**src/rtl/ahb_tty_uart_if.sv**
```systemverilog
// rtl/ahb_tty_uart_if.sv - AHB-Lite slave bundle for the tty console
interface ahb_tty_uart_if;
    logic        hsel;
    logic [31:0] haddr;
    logic [1:0]  htrans;
    logic        hwrite;
    logic [2:0]  hsize;
    logic        hready;
    logic [31:0] hwdata;
    logic [31:0] hrdata;
    logic        hready_resp;
    logic [1:0]  hresp;

    modport master (
        output hsel, haddr, htrans, hwrite, hsize, hready, hwdata,
        input  hrdata, hready_resp, hresp
    );

    modport slave (
        input  hsel, haddr, htrans, hwrite, hsize, hready, hwdata,
        output hrdata, hready_resp, hresp
    );
endinterface

```
**src/rtl/ahb_tty_uart.sv**
```systemverilog
// rtl/ahb_tty_uart.sv - AHB-Lite tty console: TX FIFO plus 8N1 UART serializer
// Optional macro TTY_SIM_PRINT_EN echoes pushed bytes in simulation.
module ahb_tty_uart #(
    parameter int          FIFO_DEPTH_LOG2 = 4,
    parameter logic [15:0] BAUD_DIV_RESET  = 16'd433
) (
    input  logic          HCLK,
    input  logic          HRESET,
    ahb_tty_uart_if.slave ex_i_ahb_AHB_Slave_TTY,
    output logic          uart_tx,
    output logic          tx_irq
);
    localparam int DEPTH = 1 << FIFO_DEPTH_LOG2;

    typedef enum logic [1:0] {D_IDLE, D_ACCESS, D_ERR1, D_ERR2} dstate_t;
    typedef enum logic [1:0] {T_IDLE, T_START, T_DATA, T_STOP} tstate_t;

    logic        hsel;
    logic [31:0] haddr;
    logic [1:0]  htrans;
    logic        hwrite;
    logic        hready;
    logic [31:0] hwdata;
    logic [48:0] unused_bus;

    assign hsel       = ex_i_ahb_AHB_Slave_TTY.hsel;
    assign haddr      = ex_i_ahb_AHB_Slave_TTY.haddr;
    assign htrans     = ex_i_ahb_AHB_Slave_TTY.htrans;
    assign hwrite     = ex_i_ahb_AHB_Slave_TTY.hwrite;
    assign hready     = ex_i_ahb_AHB_Slave_TTY.hready;
    assign hwdata     = ex_i_ahb_AHB_Slave_TTY.hwdata;
    assign unused_bus = {haddr[31:4], haddr[1:0], ex_i_ahb_AHB_Slave_TTY.hsize, hwdata[31:16]};

    dstate_t     d_state, d_next;
    logic [1:0]  reg_off, reg_off_next;
    logic        reg_write, reg_write_next;
    logic        accept, ready, push, baud_we;
    logic [1:0]  resp;
    logic [31:0] rdata, status;
    logic [15:0] baud_div;

    logic [7:0]                 mem [DEPTH];
    logic [FIFO_DEPTH_LOG2-1:0] wr_ptr, rd_ptr;
    logic [FIFO_DEPTH_LOG2:0]   level;
    logic                       full, empty, pop;

    tstate_t     t_state, t_next;
    logic [15:0] cnt, cnt_next, div_lat, div_next;
    logic [2:0]  bit_idx, idx_next;
    logic [7:0]  shreg, sh_next;
    logic        line_next, busy, bit_done;

    assign accept = hready & hsel & htrans[1];
    assign full   = level[FIFO_DEPTH_LOG2];
    assign empty  = (level == '0);
    assign busy   = (t_state != T_IDLE);
    assign tx_irq = empty & ~busy;

    assign ex_i_ahb_AHB_Slave_TTY.hrdata      = rdata;
    assign ex_i_ahb_AHB_Slave_TTY.hready_resp = ready;
    assign ex_i_ahb_AHB_Slave_TTY.hresp       = resp;

    always_comb begin
        status    = '0;
        status[0] = full;
        status[1] = empty;
        status[2] = busy;
        status[FIFO_DEPTH_LOG2+8:8] = level;
    end

    // Bus data phase; a new address phase is taken whenever this phase completes.
    always_comb begin
        d_next         = d_state;
        reg_off_next   = reg_off;
        reg_write_next = reg_write;
        ready          = 1'b1;
        resp           = 2'b00;
        push           = 1'b0;
        baud_we        = 1'b0;
        rdata          = '0;
        case (d_state)
            D_ACCESS: begin
                if (reg_write) begin
                    if (reg_off == 2'd0) begin
                        ready = ~full;
                        push  = ~full;
                    end else if (reg_off == 2'd2) begin
                        baud_we = 1'b1;
                    end
                end else begin
                    case (reg_off)
                        2'd1:    rdata = status;
                        2'd2:    rdata = {16'h0000, baud_div};
                        default: rdata = '0;
                    endcase
                end
            end
            D_ERR1: begin
                ready = 1'b0;
                resp  = 2'b01;
            end
            D_ERR2:  resp = 2'b01;
            default: ;
        endcase
        if (d_state == D_ERR1) begin
            d_next = D_ERR2;
        end else if (ready) begin
            if (accept) begin
                d_next         = (haddr[3:2] == 2'd3) ? D_ERR1 : D_ACCESS;
                reg_off_next   = haddr[3:2];
                reg_write_next = hwrite;
            end else begin
                d_next = D_IDLE;
            end
        end
    end

    always_ff @(posedge HCLK) begin
        if (HRESET) begin
            d_state   <= D_IDLE;
            reg_off   <= 2'd0;
            reg_write <= 1'b0;
            baud_div  <= BAUD_DIV_RESET;
        end else begin
            d_state   <= d_next;
            reg_off   <= reg_off_next;
            reg_write <= reg_write_next;
            if (baud_we) begin
                baud_div <= hwdata[15:0];
            end
        end
    end

    always_ff @(posedge HCLK) begin
        if (HRESET) begin
            wr_ptr <= '0;
            rd_ptr <= '0;
            level  <= '0;
        end else begin
            if (push) begin
                mem[wr_ptr] <= hwdata[7:0];
                wr_ptr      <= wr_ptr + 1'b1;
            end
            if (pop) begin
                rd_ptr <= rd_ptr + 1'b1;
            end
            case ({push, pop})
                2'b10:   level <= level + 1'b1;
                2'b01:   level <= level - 1'b1;
                default: ;
            endcase
        end
    end

    // Serializer; the divider is latched per character so BAUDDIV writes apply to the next one.
    always_comb begin
        bit_done = (cnt == div_lat);
        pop      = 1'b0;
        t_next   = t_state;
        cnt_next = cnt;
        div_next = div_lat;
        idx_next = bit_idx;
        sh_next  = shreg;
        case (t_state)
            T_IDLE: begin
                if (!empty) begin
                    pop = 1'b1;
                end
            end
            T_START: begin
                if (bit_done) begin
                    t_next   = T_DATA;
                    cnt_next = '0;
                    idx_next = 3'd0;
                end else begin
                    cnt_next = cnt + 1'b1;
                end
            end
            T_DATA: begin
                if (bit_done) begin
                    cnt_next = '0;
                    if (bit_idx == 3'd7) begin
                        t_next = T_STOP;
                    end else begin
                        idx_next = bit_idx + 1'b1;
                        sh_next  = {1'b0, shreg[7:1]};
                    end
                end else begin
                    cnt_next = cnt + 1'b1;
                end
            end
            default: begin
                if (bit_done) begin
                    cnt_next = '0;
                    if (!empty) begin
                        pop = 1'b1;
                    end else begin
                        t_next = T_IDLE;
                    end
                end else begin
                    cnt_next = cnt + 1'b1;
                end
            end
        endcase
        if (pop) begin
            t_next   = T_START;
            cnt_next = '0;
            idx_next = 3'd0;
            sh_next  = mem[rd_ptr];
            div_next = baud_div;
        end
        case (t_next)
            T_START: line_next = 1'b0;
            T_DATA:  line_next = sh_next[0];
            default: line_next = 1'b1;
        endcase
    end

    always_ff @(posedge HCLK) begin
        if (HRESET) begin
            t_state <= T_IDLE;
            cnt     <= '0;
            div_lat <= '0;
            bit_idx <= 3'd0;
            shreg   <= 8'h00;
            uart_tx <= 1'b1;
        end else begin
            t_state <= t_next;
            cnt     <= cnt_next;
            div_lat <= div_next;
            bit_idx <= idx_next;
            shreg   <= sh_next;
            uart_tx <= line_next;
        end
    end

`ifdef TTY_SIM_PRINT_EN
    always_ff @(posedge HCLK) begin
        if (!HRESET && push) begin
            if (hwdata[7:0] == 8'h0D) begin
                $display("ahb_tty_uart: carriage return written, stopping simulation");
                $finish(2);
            end else begin
                $write("%c", hwdata[7:0]);
            end
        end
    end
`else
`endif

endmodule
```
**src/flat_wrapper.sv**
```systemverilog
// flat-port wrapper written by rule: the top's interface ports become plain ports
module ahb_tty_uart_flat 
#(
    parameter int          FIFO_DEPTH_LOG2 = 4,
    parameter logic [15:0] BAUD_DIV_RESET  = 16'd433
)
  (HCLK, HRESET, uart_tx, tx_irq, ex_i_ahb_AHB_Slave_TTY_hsel, ex_i_ahb_AHB_Slave_TTY_haddr, ex_i_ahb_AHB_Slave_TTY_htrans, ex_i_ahb_AHB_Slave_TTY_hwrite, ex_i_ahb_AHB_Slave_TTY_hsize, ex_i_ahb_AHB_Slave_TTY_hready, ex_i_ahb_AHB_Slave_TTY_hwdata, ex_i_ahb_AHB_Slave_TTY_hrdata, ex_i_ahb_AHB_Slave_TTY_hready_resp, ex_i_ahb_AHB_Slave_TTY_hresp);
  ahb_tty_uart_if ex_i_ahb_AHB_Slave_TTY_i ();
  input  logic HCLK;
  input  logic HRESET;
  output logic uart_tx;
  output logic tx_irq;
  input wire logic [$bits(ex_i_ahb_AHB_Slave_TTY_i.hsel)-1:0] ex_i_ahb_AHB_Slave_TTY_hsel;
  input wire logic [$bits(ex_i_ahb_AHB_Slave_TTY_i.haddr)-1:0] ex_i_ahb_AHB_Slave_TTY_haddr;
  input wire logic [$bits(ex_i_ahb_AHB_Slave_TTY_i.htrans)-1:0] ex_i_ahb_AHB_Slave_TTY_htrans;
  input wire logic [$bits(ex_i_ahb_AHB_Slave_TTY_i.hwrite)-1:0] ex_i_ahb_AHB_Slave_TTY_hwrite;
  input wire logic [$bits(ex_i_ahb_AHB_Slave_TTY_i.hsize)-1:0] ex_i_ahb_AHB_Slave_TTY_hsize;
  input wire logic [$bits(ex_i_ahb_AHB_Slave_TTY_i.hready)-1:0] ex_i_ahb_AHB_Slave_TTY_hready;
  input wire logic [$bits(ex_i_ahb_AHB_Slave_TTY_i.hwdata)-1:0] ex_i_ahb_AHB_Slave_TTY_hwdata;
  output wire logic [$bits(ex_i_ahb_AHB_Slave_TTY_i.hrdata)-1:0] ex_i_ahb_AHB_Slave_TTY_hrdata;
  output wire logic [$bits(ex_i_ahb_AHB_Slave_TTY_i.hready_resp)-1:0] ex_i_ahb_AHB_Slave_TTY_hready_resp;
  output wire logic [$bits(ex_i_ahb_AHB_Slave_TTY_i.hresp)-1:0] ex_i_ahb_AHB_Slave_TTY_hresp;
  assign ex_i_ahb_AHB_Slave_TTY_i.hsel = ex_i_ahb_AHB_Slave_TTY_hsel;
  assign ex_i_ahb_AHB_Slave_TTY_i.haddr = ex_i_ahb_AHB_Slave_TTY_haddr;
  assign ex_i_ahb_AHB_Slave_TTY_i.htrans = ex_i_ahb_AHB_Slave_TTY_htrans;
  assign ex_i_ahb_AHB_Slave_TTY_i.hwrite = ex_i_ahb_AHB_Slave_TTY_hwrite;
  assign ex_i_ahb_AHB_Slave_TTY_i.hsize = ex_i_ahb_AHB_Slave_TTY_hsize;
  assign ex_i_ahb_AHB_Slave_TTY_i.hready = ex_i_ahb_AHB_Slave_TTY_hready;
  assign ex_i_ahb_AHB_Slave_TTY_i.hwdata = ex_i_ahb_AHB_Slave_TTY_hwdata;
  assign ex_i_ahb_AHB_Slave_TTY_hrdata = ex_i_ahb_AHB_Slave_TTY_i.hrdata;
  assign ex_i_ahb_AHB_Slave_TTY_hready_resp = ex_i_ahb_AHB_Slave_TTY_i.hready_resp;
  assign ex_i_ahb_AHB_Slave_TTY_hresp = ex_i_ahb_AHB_Slave_TTY_i.hresp;
  ahb_tty_uart #(.FIFO_DEPTH_LOG2(FIFO_DEPTH_LOG2), .BAUD_DIV_RESET(BAUD_DIV_RESET)) u_core (.HCLK(HCLK), .HRESET(HRESET), .ex_i_ahb_AHB_Slave_TTY(ex_i_ahb_AHB_Slave_TTY_i), .uart_tx(uart_tx), .tx_irq(tx_irq));
endmodule
```
**config.mk**
```make
export PLATFORM = sky130hd
export DESIGN_NAME = ahb_tty_uart_flat
export DESIGN_NICKNAME = d
export VERILOG_FILES = /design/src/rtl/ahb_tty_uart_if.sv /design/src/rtl/ahb_tty_uart.sv /design/src/flat_wrapper.sv
export SDC_FILE = /design/constraint.sdc
export NUM_CORES = 1
export LEC_CHECK = 0
export CAP_MARGIN = 30
export CORE_ASPECT_RATIO = 0.6
export CORE_UTILIZATION = 45
export DETAILED_ROUTE_END_ITERATION = 16
export HOLD_SLACK_MARGIN = 0.06
export PLACE_DENSITY = 0.67
export SLEW_MARGIN = 10
export SYNTH_ARGS = -nofsm -noshare
export SYNTH_HDL_FRONTEND = slang
export SYNTH_SLANG_ARGS = --single-unit
```
**constraint.sdc**
```tcl
create_clock -name HCLK -period 8.1 [get_ports HCLK]
set_clock_uncertainty 0.15 [all_clocks]
set_input_delay 0.81 -clock HCLK [delete_from_list [all_inputs] [get_ports HCLK]]
set_output_delay 0.81 -clock HCLK [all_outputs]
set_load 0.01 [all_outputs]
```
==> run metrics <==
DR iter-0 viols=between 500 and 600; Hold Violations, Final=0; r2r endpoint=u_core.level[4]$_SDFFE_PP0P_; ratio of cells with drive above 1 in the final layout=12.3%; Slew Viols, Final=0; vias in the first global route=5477; Buffers on Ports=43; Ant. Diodes=0; worst-path cell chain=or2_1, nor4_1, nor2_1, a21oi_4, inv_2, ha_1, xor2_1, ha_1, a21oi_1, o22ai_1, a222oi_1, or3_1, a21oi_1; most frequent cells in the layout=edfxtp_1, nand2_1, dfxtp_1, nor2_1, a21oi_1; yosys warns=0; FF-to-FF path depth=13; Final min period=4740 ps; Cell Pwr Density=307 nW/um^2; Min-Delay Path Class=reg -> reg; Area Growth Syn to Fin=15.0%; CP Buf/Inv Count=1; Slowest-stage cell, CP=a21oi_4; critical path data required time=8300 ps; Lkg Pwr=0.00336 uW; Max clock buf depth=3; area leader, netlist=edfxtp_1; I/O pins=111; post-cts resize count=0; worst stage delay on the critical path=660 ps; Seq pwr share=41.0%; CTS tree=yes; Reg-to-Reg Start=u_core.level[0]$_SDFFE_PP0P_; Clk Latency, worst-skew pair=slightly below 500 ps; max-cap viol count=0; Critical Path AT=4940 ps; initial antenna violation count=0; switch share=30.9%; CP delay by family, top=compound AO/OA/AOI/OAI gates; Cells after Synth=698; CTS buffer count=20; Final setup viols=0; gp weighted congestion=0.795; Post-Syn Area per Cell=12.8 um^2; Die Ht=111 um; #FFs+latches synth=between 200 and 250; clk sinks=212; vias per cell=5.52; Seq/Total Area, Yosys=between 60 and 70%; asr flop ratio synth=0%; initial core utilization=46.4%; postcts setup bufs=0; Setup TNS=0 ps; worst-margin pin slew=972 ps; vias after detailed routing=5613; Core ar.=19200 um^2; Comb power frac=26.4%; Hold Crit Endpoint=u_core.baud_div[13]$_SDFFE_PP0P_; R2R setup slack=3360 ps; number of flops mapped to enable cells by yosys=128; Setup CP Type=reg -> reg; first-pass GRT wire length=roughly 30 mm; DRC=0; worst IR drop on VDD=0.216 mV; Final Hold Slack=323 ps; Total Nets Final=825; hold-fix buffers at CTS=0; fmax=211 MHz; Yosys cell types=48; switching power=972 uW; Routed Antenna Nets=0; Final HPWL DP=~13 mm; post-synth top area share=43.2%; result of the run=finished, final reports clean; Synth area leaders=edfxtp_1, dfxtp_1, mux4_2; CTS clk-pin slew, worst paths=70 ps; synthesized cell area=8900 um^2; fillers=1573; die width=184 um; clock power share=32.6%; RSZ-0062 raised after global routing=no; Hold Crit Start=u_core.baud_div[13]$_SDFFE_PP0P_; CTS H-tree lvls=1; pin count of the biggest net entering global routing=63; Top FF cell, synth=edfxtp_1; routed length per instance=19.0 um; leading cell type in the layout, fill and taps excluded=edfxtp_1; depth of the worst hold-timing path=2; Final Util=53.4%; die area=20400 um^2; grt total ovfl=0; first drt pass iteration count=7; row count=39; crit start category=flip-flop; total wire length=19.3 mm; Root Driver=clkbuf_16; Max-slew headroom=a little over a third; Internal Power=2170 uW; crit share post-route=58.6%; Crit. End Element=flip-flop; maximum fanout along the worst path=33; aggregate global-route resource usage=between 10% and 20%
[cell families (layout without fill, tap and decap cells)]
logic type	count (synthesis)	in the layout	share of synthesized area, %
AO/OA/AOI/OAI	81	81	5.54
XOR/XNOR	41	41	4.03
adder cells (fa/ha/maj)	14	14	1.97
buffers and inverters	67	104	3.92
flip-flops	212	212	62.1
multiplexers	47	47	10.6
other	1	17	0.0421
AND/OR/NAND/NOR	235	235	11.8
[final cells by class]
cell class                 instances  area (um^2)  share of cell area (%)
sequential                       212         5530                    54.0
multi-input combinational        435         3090                    30.1
clock buffer                      26          574                    5.61
timing repair buffer              55          515                    5.03
tap                              266          333                    3.25
clock inverter                    10          154                    1.50
inverter                          13         48.8                   0.477
[sequential cells by signal (all words and copies together), names as in the netlist, named ones only]
| name | flops |
|---|---|
| u_core.bit_idx | 3 |
| u_core.wr_ptr | 4 |
| u_core.shreg | 8 |
| u_core.cnt | 16 |
| u_core.d_state | 2 |
| u_core.div_lat | 16 |
| u_core.reg_write | 1 |
| u_core.level | 5 |
| u_core.reg_off | 2 |
| u_core.rd_ptr | 4 |
| u_core.baud_div | 16 |
| u_core.uart_tx | 1 |
| u_core.t_state | 2 |
| u_core.mem | 128 |
[Yosys cell counts, types with 2 or more instances]
cell type    n
o21ai_1      2
nand3_1     20
a22oi_1     13
a21o_1       2
xor2_1      13
mux2i_1      9
buf_2        9
nand2_1     94
xnor2_1     28
nor2b_1      7
and2_1       3
edfxtp_1   128
buf_6        3
dfxtp_1     84
nand2b_1     4
a21oi_1     48
nor3_1      14
or3_1        5
o21ai_0      3
clkbuf_1    20
mux4_2      38
or2_1        2
inv_1       12
and3_1      11
buf_4       17
a211oi_1     2
nor2_1      63
ha_1        14
nand4_1      7
buf_1        5
[how the worst max path moves through the flow]
stage	startpoint	end	slack, ps	cells past startpoint
after floorplan	u_core.level[0]$_SDFFE_PP0P_	u_core.level[4]$_SDFFE_PP0P_	4800	14
after global placement	u_core.level[0]$_SDFFE_PP0P_	u_core.level[4]$_SDFFE_PP0P_	3580	13
after detailed placement	u_core.cnt[0]$_SDFFE_PP0P_	u_core.level[4]$_SDFFE_PP0P_	3460	13
after CTS	u_core.cnt[0]$_SDFFE_PP0P_	u_core.level[4]$_SDFFE_PP0P_	3420	13
after global routing	u_core.level[0]$_SDFFE_PP0P_	u_core.level[4]$_SDFFE_PP0P_	3010	13
final	u_core.level[0]$_SDFFE_PP0P_	u_core.level[4]$_SDFFE_PP0P_	3360	13
[layer usage]
| metal | part of all wire [%] | up-vias | track usage [%] | wire, um |
|---|---|---|---|---|
| met1 | 49 | 2830 | 31.0 | 9380 |
| li1 | - | 2565 | - | - |
| met5 | 0 | - | 0 | 0 |
| met4 | 1.8 | 0 | 4.11 | 344 |
| met2 | 43 | 191 | 28.6 | 8320 |
| met3 | 6.5 | 27 | 2.83 | 1250 |
[worst min-delay path: cells and delay by family (launching register included)]
| family | cells | cell delay (ps) |
|---|---|---|
| flip-flops | 1 | 320 |
| AND/OR/NAND/NOR | 1 | 60 |
| AO/OA/AOI/OAI | 1 | 50 |
[power by group through the flow]
stage	logic (uW)	registers [uW]	clock network [uW]
2_1_floorplan	703	1260	0
3_3_place_gp	784	1310	0
3_5_place_dp	816	1310	0
4_1_cts	821	1290	1040
5_1_grt	904	1300	1080
6_report	828	1290	1030
[stage by stage]
step | cell area [um^2] | worst slack [ps] | power (uW) | cells
5_1_grt | 10200 | 3010 | 3280 | 1017
3_5_place_dp | 9470 | 3460 | 2130 | 975
2_1_floorplan | 8960 | 4800 | 1960 | 714
6_report | 10200 | 3360 | 3140 | 1017
4_1_cts | 10200 | 3420 | 3150 | 1011
3_3_place_gp | 9470 | 3580 | 2090 | 975
Note: power is estimated with default switching activity, not from simulation.
